**config.mk**
```make
export PLATFORM = sky130hd
export DESIGN_NAME = htif_mem_arbiter
export DESIGN_NICKNAME = d
export VERILOG_FILES = /design/src/rtl/htif_mem_arbiter_pkg.sv /design/src/rtl/htif_mem_arbiter_rr_arbiter.sv /design/src/rtl/htif_mem_arbiter.sv
export SDC_FILE = /design/constraint.sdc
export NUM_CORES = 1
export LEC_CHECK = 0
export CORE_AREA = 2 2 438 440
export CTS_CLUSTER_SIZE = 16
export DETAILED_ROUTE_END_ITERATION = 12
export DIE_AREA = 0 0 440 442
export PLACE_DENSITY = 0.3
export SYNTH_ARGS = -nofsm -noshare
export SYNTH_HDL_FRONTEND = slang
export SYNTH_SLANG_ARGS = --single-unit
```
**constraint.sdc**
```tcl
create_clock -name clk -period 5.45 [get_ports clk]
set_input_delay 0.545 -clock clk [delete_from_list [all_inputs] [get_ports clk]]
set_output_delay 0.545 -clock clk [all_outputs]
set_load 0.01 [all_outputs]
```
**src/rtl/htif_mem_arbiter_pkg.sv**
```systemverilog
// Shared definitions for the HTIF/core memory arbiter.
// Requester-side tag width comes from the riscv constant MEM_TAG_BITS.
// Optional build macro: MEMARB_HTIF_PRIO_EN (strict HTIF priority, see top).
`ifndef MEM_TAG_BITS
`define MEM_TAG_BITS 4
`endif

package htif_mem_arbiter_pkg;

    // Requester-side memory tag width
    localparam int MEM_TAG_BITS = `MEM_TAG_BITS;

    // Width of the per-requester outstanding-read counters
    localparam int CNT_W = 4;

    // Requester ID encodings: slot 0 is the HTIF bridge, the rest are core ports
    typedef enum logic [2:0] {
        REQ_HTIF  = 3'd0,
        REQ_CORE0 = 3'd1,
        REQ_CORE1 = 3'd2,
        REQ_CORE2 = 3'd3,
        REQ_CORE3 = 3'd4,
        REQ_CORE4 = 3'd5,
        REQ_CORE5 = 3'd6,
        REQ_CORE6 = 3'd7
    } req_id_e;

    // Lock FSM: OPEN arbitrates freely, LOCKED holds the offered request
    typedef enum logic {
        LOCK_OPEN   = 1'b0,
        LOCK_LOCKED = 1'b1
    } lock_state_e;

endpackage

```
**src/rtl/htif_mem_arbiter_rr_arbiter.sv**
```systemverilog
// Round-robin priority search: the first set request at or after ptr wins,
// wrapping explicitly so NUM_REQ need not be a power of two.
module htif_mem_arbiter_rr_arbiter #(
    parameter int NUM_REQ = 4,
    parameter int ID_W    = 2
) (
    input  logic [NUM_REQ-1:0] req,
    input  logic [ID_W-1:0]    ptr,
    output logic [NUM_REQ-1:0] grant,
    output logic [ID_W-1:0]    grant_id,
    output logic               any
);

    // Scan NUM_REQ positions starting at ptr and keep the first hit
    always_comb begin
        int idx;
        grant    = '0;
        grant_id = '0;
        any      = 1'b0;
        idx      = 0;
        for (int k = 0; k < NUM_REQ; k++) begin
            idx = int'(ptr) + k;
            if (idx >= NUM_REQ) begin
                idx = idx - NUM_REQ;
            end
            if (!any && req[idx]) begin
                any        = 1'b1;
                grant[idx] = 1'b1;
                grant_id   = ID_W'(idx);
            end
        end
    end

endmodule

```
**src/rtl/htif_mem_arbiter.sv**
```systemverilog
// Shares one 128-bit memory port between the HTIF bridge (requester 0) and
// the core refill/writeback ports. Round-robin arbitration, tag extended
// with the requester ID, responses steered back by that ID.
// Optional build macro: MEMARB_HTIF_PRIO_EN gives requester 0 strict
// priority whenever it is eligible and no request is locked.
module htif_mem_arbiter
    import htif_mem_arbiter_pkg::*;
#(
    parameter int NUM_REQ = 4,
    parameter int ID_W    = 2,
    parameter int TAG_W   = MEM_TAG_BITS,
    parameter int MAX_OUT = 4
) (
    input  logic                    clk,
    input  logic                    rst,
    input  logic [NUM_REQ-1:0]      req_val,
    output logic [NUM_REQ-1:0]      req_rdy,
    input  logic [NUM_REQ-1:0]      req_op,
    input  logic [NUM_REQ*32-1:0]   req_addr,
    input  logic [NUM_REQ*128-1:0]  req_data,
    input  logic [NUM_REQ*TAG_W-1:0] req_tag,
    output logic [NUM_REQ-1:0]      resp_val,
    output logic [127:0]            resp_data,
    output logic [TAG_W-1:0]        resp_tag,
    output logic                    mem_req_val,
    input  logic                    mem_req_rdy,
    output logic                    mem_req_op,
    output logic [31:0]             mem_req_addr,
    output logic [127:0]            mem_req_data,
    output logic [TAG_W+ID_W-1:0]   mem_req_tag,
    input  logic                    mem_resp_val,
    input  logic [127:0]            mem_resp_data,
    input  logic [TAG_W+ID_W-1:0]   mem_resp_tag,
    output logic                    error
);

    localparam int MEM_TAG_W = TAG_W + ID_W;

    genvar gi;

    lock_state_e                    lock_state_reg;
    lock_state_e                    lock_state_next;
    logic [ID_W-1:0]                lock_id_reg;
    logic [ID_W-1:0]                rr_ptr_reg;
    logic [NUM_REQ-1:0][CNT_W-1:0]  out_cnt;
    logic                           error_reg;

    logic                           lock;
    logic [NUM_REQ-1:0]             eligible;
    logic [NUM_REQ-1:0]             rr_grant;
    logic [ID_W-1:0]                rr_id;
    logic                           rr_any;
    logic [ID_W-1:0]                win_id;
    logic [NUM_REQ-1:0]             win_oh;
    logic                           win_any;
    logic                           prio_win;
    logic                           fire;
    logic [ID_W-1:0]                resp_id;
    logic                           resp_id_ok;
    logic [NUM_REQ-1:0]             resp_hit;
    logic [NUM_REQ-1:0]             cnt_zero_err;
    logic                           err_set;

`ifdef MEMARB_HTIF_PRIO_EN
    localparam int HTIF_IDX = int'(REQ_HTIF);
    // Remembers that the locked request was won through HTIF priority,
    // so its eventual acceptance leaves rr_ptr alone
    logic                           lock_prio_reg;
`endif

    assign lock = (lock_state_reg == LOCK_LOCKED);

    // A read is only eligible while the requester has room for another response
    for (gi = 0; gi < NUM_REQ; gi++) begin : g_elig
        assign eligible[gi] = req_val[gi] &
                              (req_op[gi] | (out_cnt[gi] < CNT_W'(MAX_OUT)));
    end

    htif_mem_arbiter_rr_arbiter #(
        .NUM_REQ (NUM_REQ),
        .ID_W    (ID_W)
    ) u_rr (
        .req      (eligible),
        .ptr      (rr_ptr_reg),
        .grant    (rr_grant),
        .grant_id (rr_id),
        .any      (rr_any)
    );

    // Winner: locked requester first, then (optionally) HTIF, then round-robin
    always_comb begin
        win_id   = rr_id;
        win_oh   = rr_grant;
        win_any  = rr_any;
        prio_win = 1'b0;
        if (lock) begin
            win_id  = lock_id_reg;
            win_oh  = NUM_REQ'(1) << lock_id_reg;
            win_any = req_val[lock_id_reg];
`ifdef MEMARB_HTIF_PRIO_EN
            prio_win = lock_prio_reg;
`endif
        end
`ifdef MEMARB_HTIF_PRIO_EN
        else if (eligible[HTIF_IDX]) begin
            win_id   = ID_W'(HTIF_IDX);
            win_oh   = NUM_REQ'(1) << HTIF_IDX;
            win_any  = 1'b1;
            prio_win = 1'b1;
        end
`endif
    end

    // Request path is a pure mux; outputs are forced quiet while in reset
    assign mem_req_val  = win_any & ~rst;
    assign fire         = mem_req_val & mem_req_rdy;
    assign req_rdy      = win_oh & {NUM_REQ{fire}};
    assign mem_req_op   = req_op[win_id];
    assign mem_req_addr = req_addr[32*int'(win_id) +: 32];
    assign mem_req_data = req_data[128*int'(win_id) +: 128];
    assign mem_req_tag  = {win_id, req_tag[TAG_W*int'(win_id) +: TAG_W]};

    // Lock FSM state register
    always_ff @(posedge clk or posedge rst) begin
        if (rst) begin
            lock_state_reg <= LOCK_OPEN;
        end else begin
            lock_state_reg <= lock_state_next;
        end
    end

    // Lock when an offer is stalled, release once memory accepts
    always_comb begin
        lock_state_next = lock_state_reg;
        case (lock_state_reg)
            LOCK_OPEN: begin
                if (mem_req_val && !mem_req_rdy) begin
                    lock_state_next = LOCK_LOCKED;
                end
            end
            LOCK_LOCKED: begin
                if (mem_req_rdy) begin
                    lock_state_next = LOCK_OPEN;
                end
            end
            default: lock_state_next = LOCK_OPEN;
        endcase
    end

    // Capture the stalled winner on entry to LOCKED
    always_ff @(posedge clk or posedge rst) begin
        if (rst) begin
            lock_id_reg <= '0;
`ifdef MEMARB_HTIF_PRIO_EN
            lock_prio_reg <= 1'b0;
`endif
        end else if (!lock && lock_state_next == LOCK_LOCKED) begin
            lock_id_reg <= win_id;
`ifdef MEMARB_HTIF_PRIO_EN
            lock_prio_reg <= prio_win;
`endif
        end
    end

    // Advance the round-robin pointer past the accepted requester
    always_ff @(posedge clk or posedge rst) begin
        if (rst) begin
            rr_ptr_reg <= '0;
        end else if (fire && !prio_win) begin
            rr_ptr_reg <= (int'(win_id) == NUM_REQ - 1) ? '0 : win_id + 1'b1;
        end
    end

    // Response steering by the ID carried in the upper tag bits
    assign resp_id   = mem_resp_tag[MEM_TAG_W-1:TAG_W];
    assign resp_tag  = mem_resp_tag[TAG_W-1:0];
    assign resp_data = mem_resp_data;
    assign resp_val  = resp_hit & {NUM_REQ{~rst}};

    if ((2 ** ID_W) > NUM_REQ) begin : g_id_chk
        assign resp_id_ok = (int'(resp_id) < NUM_REQ);
    end else begin : g_id_all
        assign resp_id_ok = 1'b1;
    end

    // Per-requester outstanding-read counters
    for (gi = 0; gi < NUM_REQ; gi++) begin : g_cnt
        logic [CNT_W-1:0] cnt_reg;
        logic             cnt_inc;
        logic             cnt_dec;

        assign resp_hit[gi]     = mem_resp_val & (resp_id == ID_W'(gi));
        assign cnt_zero_err[gi] = resp_hit[gi] & (cnt_reg == '0);
        assign cnt_inc          = fire & ~mem_req_op & win_oh[gi];
        assign cnt_dec          = resp_hit[gi];
        assign out_cnt[gi]      = cnt_reg;

        // Count issued reads up, returned responses down; both at once cancel
        always_ff @(posedge clk or posedge rst) begin
            if (rst) begin
                cnt_reg <= '0;
            end else if (cnt_inc && !cnt_dec) begin
                if (cnt_reg < CNT_W'(MAX_OUT)) begin
                    cnt_reg <= cnt_reg + 1'b1;
                end
            end else if (cnt_dec && !cnt_inc) begin
                if (cnt_reg != '0) begin
                    cnt_reg <= cnt_reg - 1'b1;
                end
            end
        end
    end

    assign err_set = (lock & ~req_val[lock_id_reg]) |
                     (mem_resp_val & ~resp_id_ok) |
                     (|cnt_zero_err);

    // Sticky protocol error, cleared only by reset
    always_ff @(posedge clk or posedge rst) begin
        if (rst) begin
            error_reg <= 1'b0;
        end else if (err_set) begin
            error_reg <= 1'b1;
        end
    end

    assign error = error_reg;

endmodule

```
# Word level (Yosys, flattened, before mapping)
# Cells that the tools add are included.
[op_classes] n_addsub=16 n_reduce_logical=52 eq_ne=8 muxes=63 order_cmp=18 div=0 multipliers=0 bitwise_logic=34 n_shift=4
[op_table] operator="$shiftx A512 B10 Y128" count=1
[op_table] operator="$ge A32 B1 Y1 const B" count=4
[op_table] operator="$lt A32 B4 Y1 const B" count=4
[op_table] operator="$mux W32" count=4
[op_table] operator="$shiftx A128 B8 Y32" count=1
[op_table] operator="$ge A32 B4 Y1 const B" count=3
[op_table] operator="$sub A32 B4 Y32 const B" count=3
[op_table] operator="$mux W4" count=21
[op_table] operator="$mux W1" count=21
[op_table] operator="$and A1 B1 Y1" count=20
[op_table] operator="$logic_and A1 B1 Y1" count=17
[op_table] operator="$add A4 B1 Y4 const B" count=4
[op_table] operator="$logic_not A4 Y1" count=4
[op_table] operator="$lt A4 B3 Y1 const B" count=4
[op_table] operator="$reduce_bool A2 Y1" count=8
[op_table] operator="$reduce_bool A4 Y1" count=4
[op_table] operator="$shiftx A16 B5 Y4" count=1
[op_table] operator="$sub A4 B1 Y4 const B" count=4
[op_table] operator="$logic_not A1 Y1" count=13
[op_table] operator="$bmux W1 S2" count=6
[op_table] operator="$mux W2" count=6
[op_table] operator="$or A4 B4 Y4" count=3
[op_table] operator="$reduce_and A3 Y1" count=4
[op_table] operator="$and A4 B4 Y4" count=2
[op_table] operator="17 further kinds" count=33
[totals] ramBits=0 output_inout_bits=309 register_bits=22 inputBits=802 latchBits=0 elab_cells=203 mem_bits_ro=0 memories=0

# Longest topological paths before layout
[depth] depth_word=26 depth_mapped=19 ltp_nobuf=17

# Cells and area by module
# A second synthesis with hierarchy kept.
[hier_totals] cells_unflattened=1457 hier_area_um2=8119.0
[by_module_without_submodules] module="htif_mem_arbiter" instances=1 cells_each=1409 seq_area_each_um2=550.5 area_each_um2=7659.8
[by_module_without_submodules] module="htif_mem_arbiter_rr_arbiter" instances=1 cells_each=48 seq_area_each_um2=0.0 area_each_um2=459.2

# Least setup slack after synthesis
# No wires, ideal clock.
[synth_timing] kind="register to register" from="register rr_ptr_reg[0]" to="register g_cnt[0].cnt_reg[3]" required_time_ns=5.324 t_arrival_ns=4.022 path_stages_with_launch=18 setup_ns=0.126 period_less_slack_ns=4.149 n_path_buf=2 path_slack_ns=1.301 cell_sequence="dfrtp_1 -> buf_2 -> inv_1 -> ha_1 -> mux4_2 -> o221ai_1 -> o211a_1 -> buf_6 -> o211ai_1 -> a2111oi_2 -> ha_1 -> inv_1 -> ha_1 -> a21o_1 -> a21oi_1 -> xnor2_1 -> nor2_1 -> xor2_1"
[synth_via] elab_chain_len=25 word_cells_on_any_way=86 cone_classes="add/sub: 7; order compare: 12; eq/ne: 1; mux: 42; bitwise: 8; reduce/logical: 16"
[synth_lines] item="start, declared" line_no="htif_mem_arbiter.sv:44" text="logic [ID_W-1:0] rr_ptr_reg;"
[synth_lines] item="start signal, assigned" line_no="htif_mem_arbiter.sv:170" text="rr_ptr_reg <= (int'(win_id) == NUM_REQ - 1) ? '0 : win_id + 1'b1;"
[synth_lines] item="parallel branches: the longest is 20 deep, another holds $sub A32 B4 Y32"
[synth_lines] item="$and A1 B1 Y1 *" line_no="htif_mem_arbiter.sv:194" text="assign cnt_inc = fire & ~mem_req_op & win_oh[gi];"
[synth_lines] item="$logic_not A1 Y1" line_no="htif_mem_arbiter.sv:206" text="end else if (cnt_dec && !cnt_inc) begin"
[synth_lines] item="$logic_and A1 B1 Y1" line_no="htif_mem_arbiter.sv:206"
[synth_lines] item="$reduce_bool A2 Y1 (no source line)"
[synth_lines] item="$reduce_and A3 Y1 (no source line)"
[synth_lines] item="end signal, assigned" line_no="htif_mem_arbiter.sv:204" text="cnt_reg <= cnt_reg + 1'b1;"
[synth_lines] item="end signal, assigned" line_no="htif_mem_arbiter.sv:208" text="cnt_reg <= cnt_reg - 1'b1;"
[synth_lines] item="end, declared" line_no="htif_mem_arbiter.sv:188" text="logic [CNT_W-1:0] cnt_reg;"
# Every way passes the cells marked *. The select of a mux whose other input is x is not followed.
# A chain may end at the register's enable or synchronous reset.

# Final worst setup path
[layout_timing] from="input port req_op[0]" to="output port mem_req_data[61]"
[layout_via] elab_chain_len=17 word_cells_on_any_way=29 cone_classes="shift: 1; mux: 20; bitwise: 2; reduce/logical: 6"
[layout_lines] item="start, declared" line_no="htif_mem_arbiter.sv:18" text="input logic [NUM_REQ-1:0] req_op,"
[layout_lines] item="$or A1 B1 Y1 *" line_no="htif_mem_arbiter.sv:76" text="(req_op[gi] | (out_cnt[gi] < CNT_W'(MAX_OUT)));"
[layout_lines] item="$and A1 B1 Y1 *" line_no="htif_mem_arbiter.sv:75" text="assign eligible[gi] = req_val[gi] &"
[layout_lines] item="$bmux W1 S2" line_no="htif_mem_arbiter_rr_arbiter.sv:26" text="if (!any && req[idx]) begin"
[layout_lines] item="$mux W1 (implied by the code) (2 in series)" line_no="htif_mem_arbiter_rr_arbiter.sv:26"
[layout_lines] item="$mux W1" line_no="htif_mem_arbiter_rr_arbiter.sv:26"
[layout_lines] item="$logic_not A1 Y1" line_no="htif_mem_arbiter_rr_arbiter.sv:26"
[layout_lines] item="$logic_and A1 B1 Y1" line_no="htif_mem_arbiter_rr_arbiter.sv:26"
[layout_lines] item="$mux W1" line_no="htif_mem_arbiter_rr_arbiter.sv:26"
[layout_lines] item="$logic_not A1 Y1" line_no="htif_mem_arbiter_rr_arbiter.sv:26"
[layout_lines] item="$logic_and A1 B1 Y1" line_no="htif_mem_arbiter_rr_arbiter.sv:26"
[layout_lines] item="$mux W1" line_no="htif_mem_arbiter_rr_arbiter.sv:26"
[layout_lines] item="$logic_not A1 Y1" line_no="htif_mem_arbiter_rr_arbiter.sv:26"
[layout_lines] item="$logic_and A1 B1 Y1" line_no="htif_mem_arbiter_rr_arbiter.sv:26"
[layout_lines] item="$mux W2 *" line_no="htif_mem_arbiter_rr_arbiter.sv:26"
[layout_lines] item="$mux W2 *" line_no="htif_mem_arbiter.sv:96" text="if (lock) begin"
[layout_lines] item="$shiftx A512 B10 Y128 *" line_no="htif_mem_arbiter.sv:120" text="assign mem_req_data = req_data[128*int'(win_id) +: 128];"
[layout_lines] item="end, declared" line_no="htif_mem_arbiter.sv:29" text="output logic [127:0] mem_req_data,"
# Mark *: on every way between the ends. The rest lies on a longest branch, timed or not. The select of a mux whose other input is x is not followed.

==> impl_metrics.toml <==
[setup_path]
cpMaxStageDelayCell = "mux4_2"
worstPathMaxFanout = 15
r2r_start = "rr_ptr_reg[1]$_DFFE_PP0P_"
required_ns = 4.91
crit_chain = "clkdlybuf4s50_1, o21bai_4, nand2_1, mux4_2, o221ai_1, o211a_4, buf_12, buf_4, buf_12, mux2i_1, mux2i_1, buf_4, clkdlybuf4s50_1"
cp-endpoint = "mem_req_data[61]"
cp-end-kind = "primary output"
max_stage_delay_ns = 0.55
ff2ff_path_depth = 16
setup.worst_path.start_class = "primary input"
crit_type = "primary input to primary output"
cp.arrival_ns = 4.53
reg2reg_setup_slack_ns = 0.95
r2r_end = "g_cnt[0].cnt_reg[3]$_DFFE_PP0P_"
critPathLaunch = "req_op[0]"

[sta]
maxSlewViolCount = 0
finalSetupTns_ns = 0
skew_ns = 0.00587
slew_headroom_pct = 59.9
period_minus_slack_ns = 5.07
fin_hold_ws_ns = 0.564
final-setup-viol-count = 0
finalHoldViolations = 0
timing.final.ws_setup_ns = 0.380
grt_setup_unrepaired = "false"
fmax_mhz = 197
post-route-period-util_pct = 93.0
tightest_slew_ns = 0.584

[floorplan]
die_h_um = 442
initial_core_util_pct = 4.56
fp-row-count = 160
die-area_mm2 = 0.194
core_area_mm2 = 0.190
ios = 1111
die_w_um = 440

[pwr]
p_comb_share_pct = 94.3
p_int_mw = 5.08
p_per_area_mw_per_mm2 = 525
ir_drop_mv = 0.334
p_clk_share_pct = 2.1
p_leak_nw = 7.87
power_mw = 10.1
switching_power_mw = 5.03
pwr-share-seq_pct = 3.7
switching_share_pct = 49.7

[global_routing]
globalRoute.totalOverflow = 0
grt_start_max_net_pins = 63
grt_first_pass_wirelength_um = 135000
antenna_found_initial = 131
grt_pass1_vias = 10500
track_usage_pct = 11.0

[clock_tree]
cts_hold_buffers = 0
root_buffer = "clkbuf_16"
clk_latency_ns = 0.26
htreeDepth = 1
ctsLongestPathBuffers = 2
ctsResizeCount = 0
clk_pin_slew_ns = 0.07
numCtsBuffers = 3
cts_sinks = 22
cts_tree = "yes"
cts_setup_buffers = 0

[cells_and_area]
nets = 2441
fin_cells = 4136
layout-area-overhead-vs-synth_pct = 123
finish.utilization_pct = 10.2
drive_above_1_share_pct = 5.51
final_area_mm2 = 0.0193
largest_reg_flops = 16

[drt]
via_per_inst = 2.50
wl_um = 112000
first_iter_violations = 531
wire_per_inst_um = 27.1
drc = 0
vias = 10400
drt-pass1-iter-count = 5
ant_nets = 0

[synth]
avgSynthCellArea_um2 = 9.58
netlist_area_mm2 = 0.00864
synth-warning-count = 0
ys_async_sr_fraction_pct = 100
synthCells = 901
yosysSeqAreaShare_pct = 6.37
yosys.cell_types.count = 56
ys_ff_latch = 22
synth_flop_cell = "dfrtp_1"
syn_nets = 1727
synth_edf_count = 0

[placed_design]
postPlaceCellArea_mm2 = 0.0191
dp_slack_ns = 0.358
dp_cells = 4121
dp_hpwl_um = 104000
io_buffer_count = 846
gp_congestion = 0.879

[run]
max_cap_viol_count = 0

[outcome]
status = "finished, final reports clean"

[worst_hold_path]
hold_class = "flip-flop to flip-flop"
## layout make-up
type	instances	area [µm²]
Tap cell	2511	3140
Inverter	18	67.6
Clock inverter	1	30.0
Clock buffer	3	75.1
Antenna cell	11	27.5
Fill cell	21800	170000
Multi-Input combinational cell	671	6420
Timing Repair Buffer	899	8960
Sequential cell	22	551
## critical path: cells and delay by family
| kind | cells | cell delay (ns) |
|---|---|---|
| simple gates | 1 | 0.14 |
| compound gates | 3 | 0.85 |
| buf+inv | 6 | 2.02 |
| mux | 3 | 0.88 |
## power groups by stage
stage,Combinational (mW),Clock (mW),Sequential [mW]
2_1_floorplan,5.38,0,0.336
3_3_place_gp,9.86,0,0.381
3_5_place_dp,9.81,0,0.376
4_1_cts,9.86,0.220,0.372
5_1_grt,10.2,0.230,0.388
6_report,9.53,0.209,0.370
## how the worst min path moves through the flow
stage | end | from | depth (start not counted) | slack (ns)
3_3_place_gp | g_cnt[0].cnt_reg[0]$_DFFE_PP0P_ | g_cnt[0].cnt_reg[0]$_DFFE_PP0P_ | 1 | 0.55
3_5_place_dp | g_cnt[1].cnt_reg[0]$_DFFE_PP0P_ | g_cnt[1].cnt_reg[0]$_DFFE_PP0P_ | 1 | 0.56
2_1_floorplan | g_cnt[1].cnt_reg[3]$_DFFE_PP0P_ | g_cnt[1].cnt_reg[3]$_DFFE_PP0P_ | 1 | 0.49
5_1_grt | g_cnt[1].cnt_reg[3]$_DFFE_PP0P_ | g_cnt[1].cnt_reg[3]$_DFFE_PP0P_ | 1 | 0.60
6_report | g_cnt[1].cnt_reg[0]$_DFFE_PP0P_ | g_cnt[1].cnt_reg[0]$_DFFE_PP0P_ | 1 | 0.56
4_1_cts | g_cnt[1].cnt_reg[0]$_DFFE_PP0P_ | g_cnt[1].cnt_reg[0]$_DFFE_PP0P_ | 1 | 0.58
## cells in the mapped netlist, types with 2 or more instances
cell       instances  share of area [%]
a2111oi_0          2               0.20
a21boi_0           3               0.26
a21o_1             7               0.61
a21oi_1           10               0.58
a221o_1            2               0.23
a221oi_1           8               0.81
and2_1             3               0.22
buf_12            12                2.8
buf_2             12               0.70
buf_4            132                 11
buf_6             25                3.3
clkbuf_1           9               0.39
dfrtp_1           22                6.4
fa_1               4               0.93
ha_1              20                2.9
inv_1             17               0.74
mux2_2             5               0.65
mux2i_1          493                 57
mux4_2             2               0.52
nand2_1           16               0.70
nand2_2            2               0.14
nand2b_1           3               0.22
nand3b_1           2               0.17
nor2_1            12               0.52
nor2b_1            2               0.14
nor3_1             3               0.17
o2111a_1           2               0.26
o2111ai_1          5               0.51
o211a_1            3               0.35
o211ai_1           6               0.52
o21ai_0           11               0.64
o21ba_2            2               0.23
o21bai_4           3               0.65
o221ai_1           2               0.20
or2_2              2               0.14
or4_1              3               0.26
xnor2_1           12                1.2
xor2_1             4               0.41
## layout by cell type, fill, tap and decap left out, types with 4 or more instances in the layout
| cell | Yosys | final |
|---|---|---|
| xnor2_1 | 12 | 12 |
| nor2_1 | 12 | 12 |
| a21oi_1 | 10 | 10 |
| o211ai_1 | 6 | 6 |
| xor2_1 | 4 | 4 |
| dfrtp_1 | 22 | 22 |
| diode_2 | 0 | 11 |
| buf_12 | 12 | 10 |
| clkdlybuf4s50_1 | 0 | 835 |
| fa_1 | 4 | 4 |
| ha_1 | 20 | 20 |
| mux2i_1 | 493 | 493 |
| inv_1 | 17 | 17 |
| o2111ai_1 | 5 | 5 |
| a221oi_1 | 8 | 8 |
| buf_4 | 132 | 54 |
| a21o_1 | 7 | 7 |
| mux2_2 | 5 | 5 |
| o21ai_0 | 11 | 11 |
| nand2_1 | 16 | 16 |
## cells by family after synthesis
group	synth area share [%]
AND/OR/NAND/NOR	3.16
multiplexers	58.6
buffers and inverters	19.4
AO/OA/AOI/OAI	7.06
adder cells (fa/ha/maj)	3.83
XOR/XNOR	1.62
flip-flops	6.37
## metal layers
metal | track usage, % | wire length, µm | vias to the layer above
met5 | 2.03 | 851 | -
met4 | 0.788 | 1400 | 58
met3 | 6.00 | 13300 | 216
met2 | 17.9 | 51200 | 620
met1 | 13.0 | 45200 | 4804
li1 | - | - | 4654
Note: power is estimated with default switching activity, not from simulation.
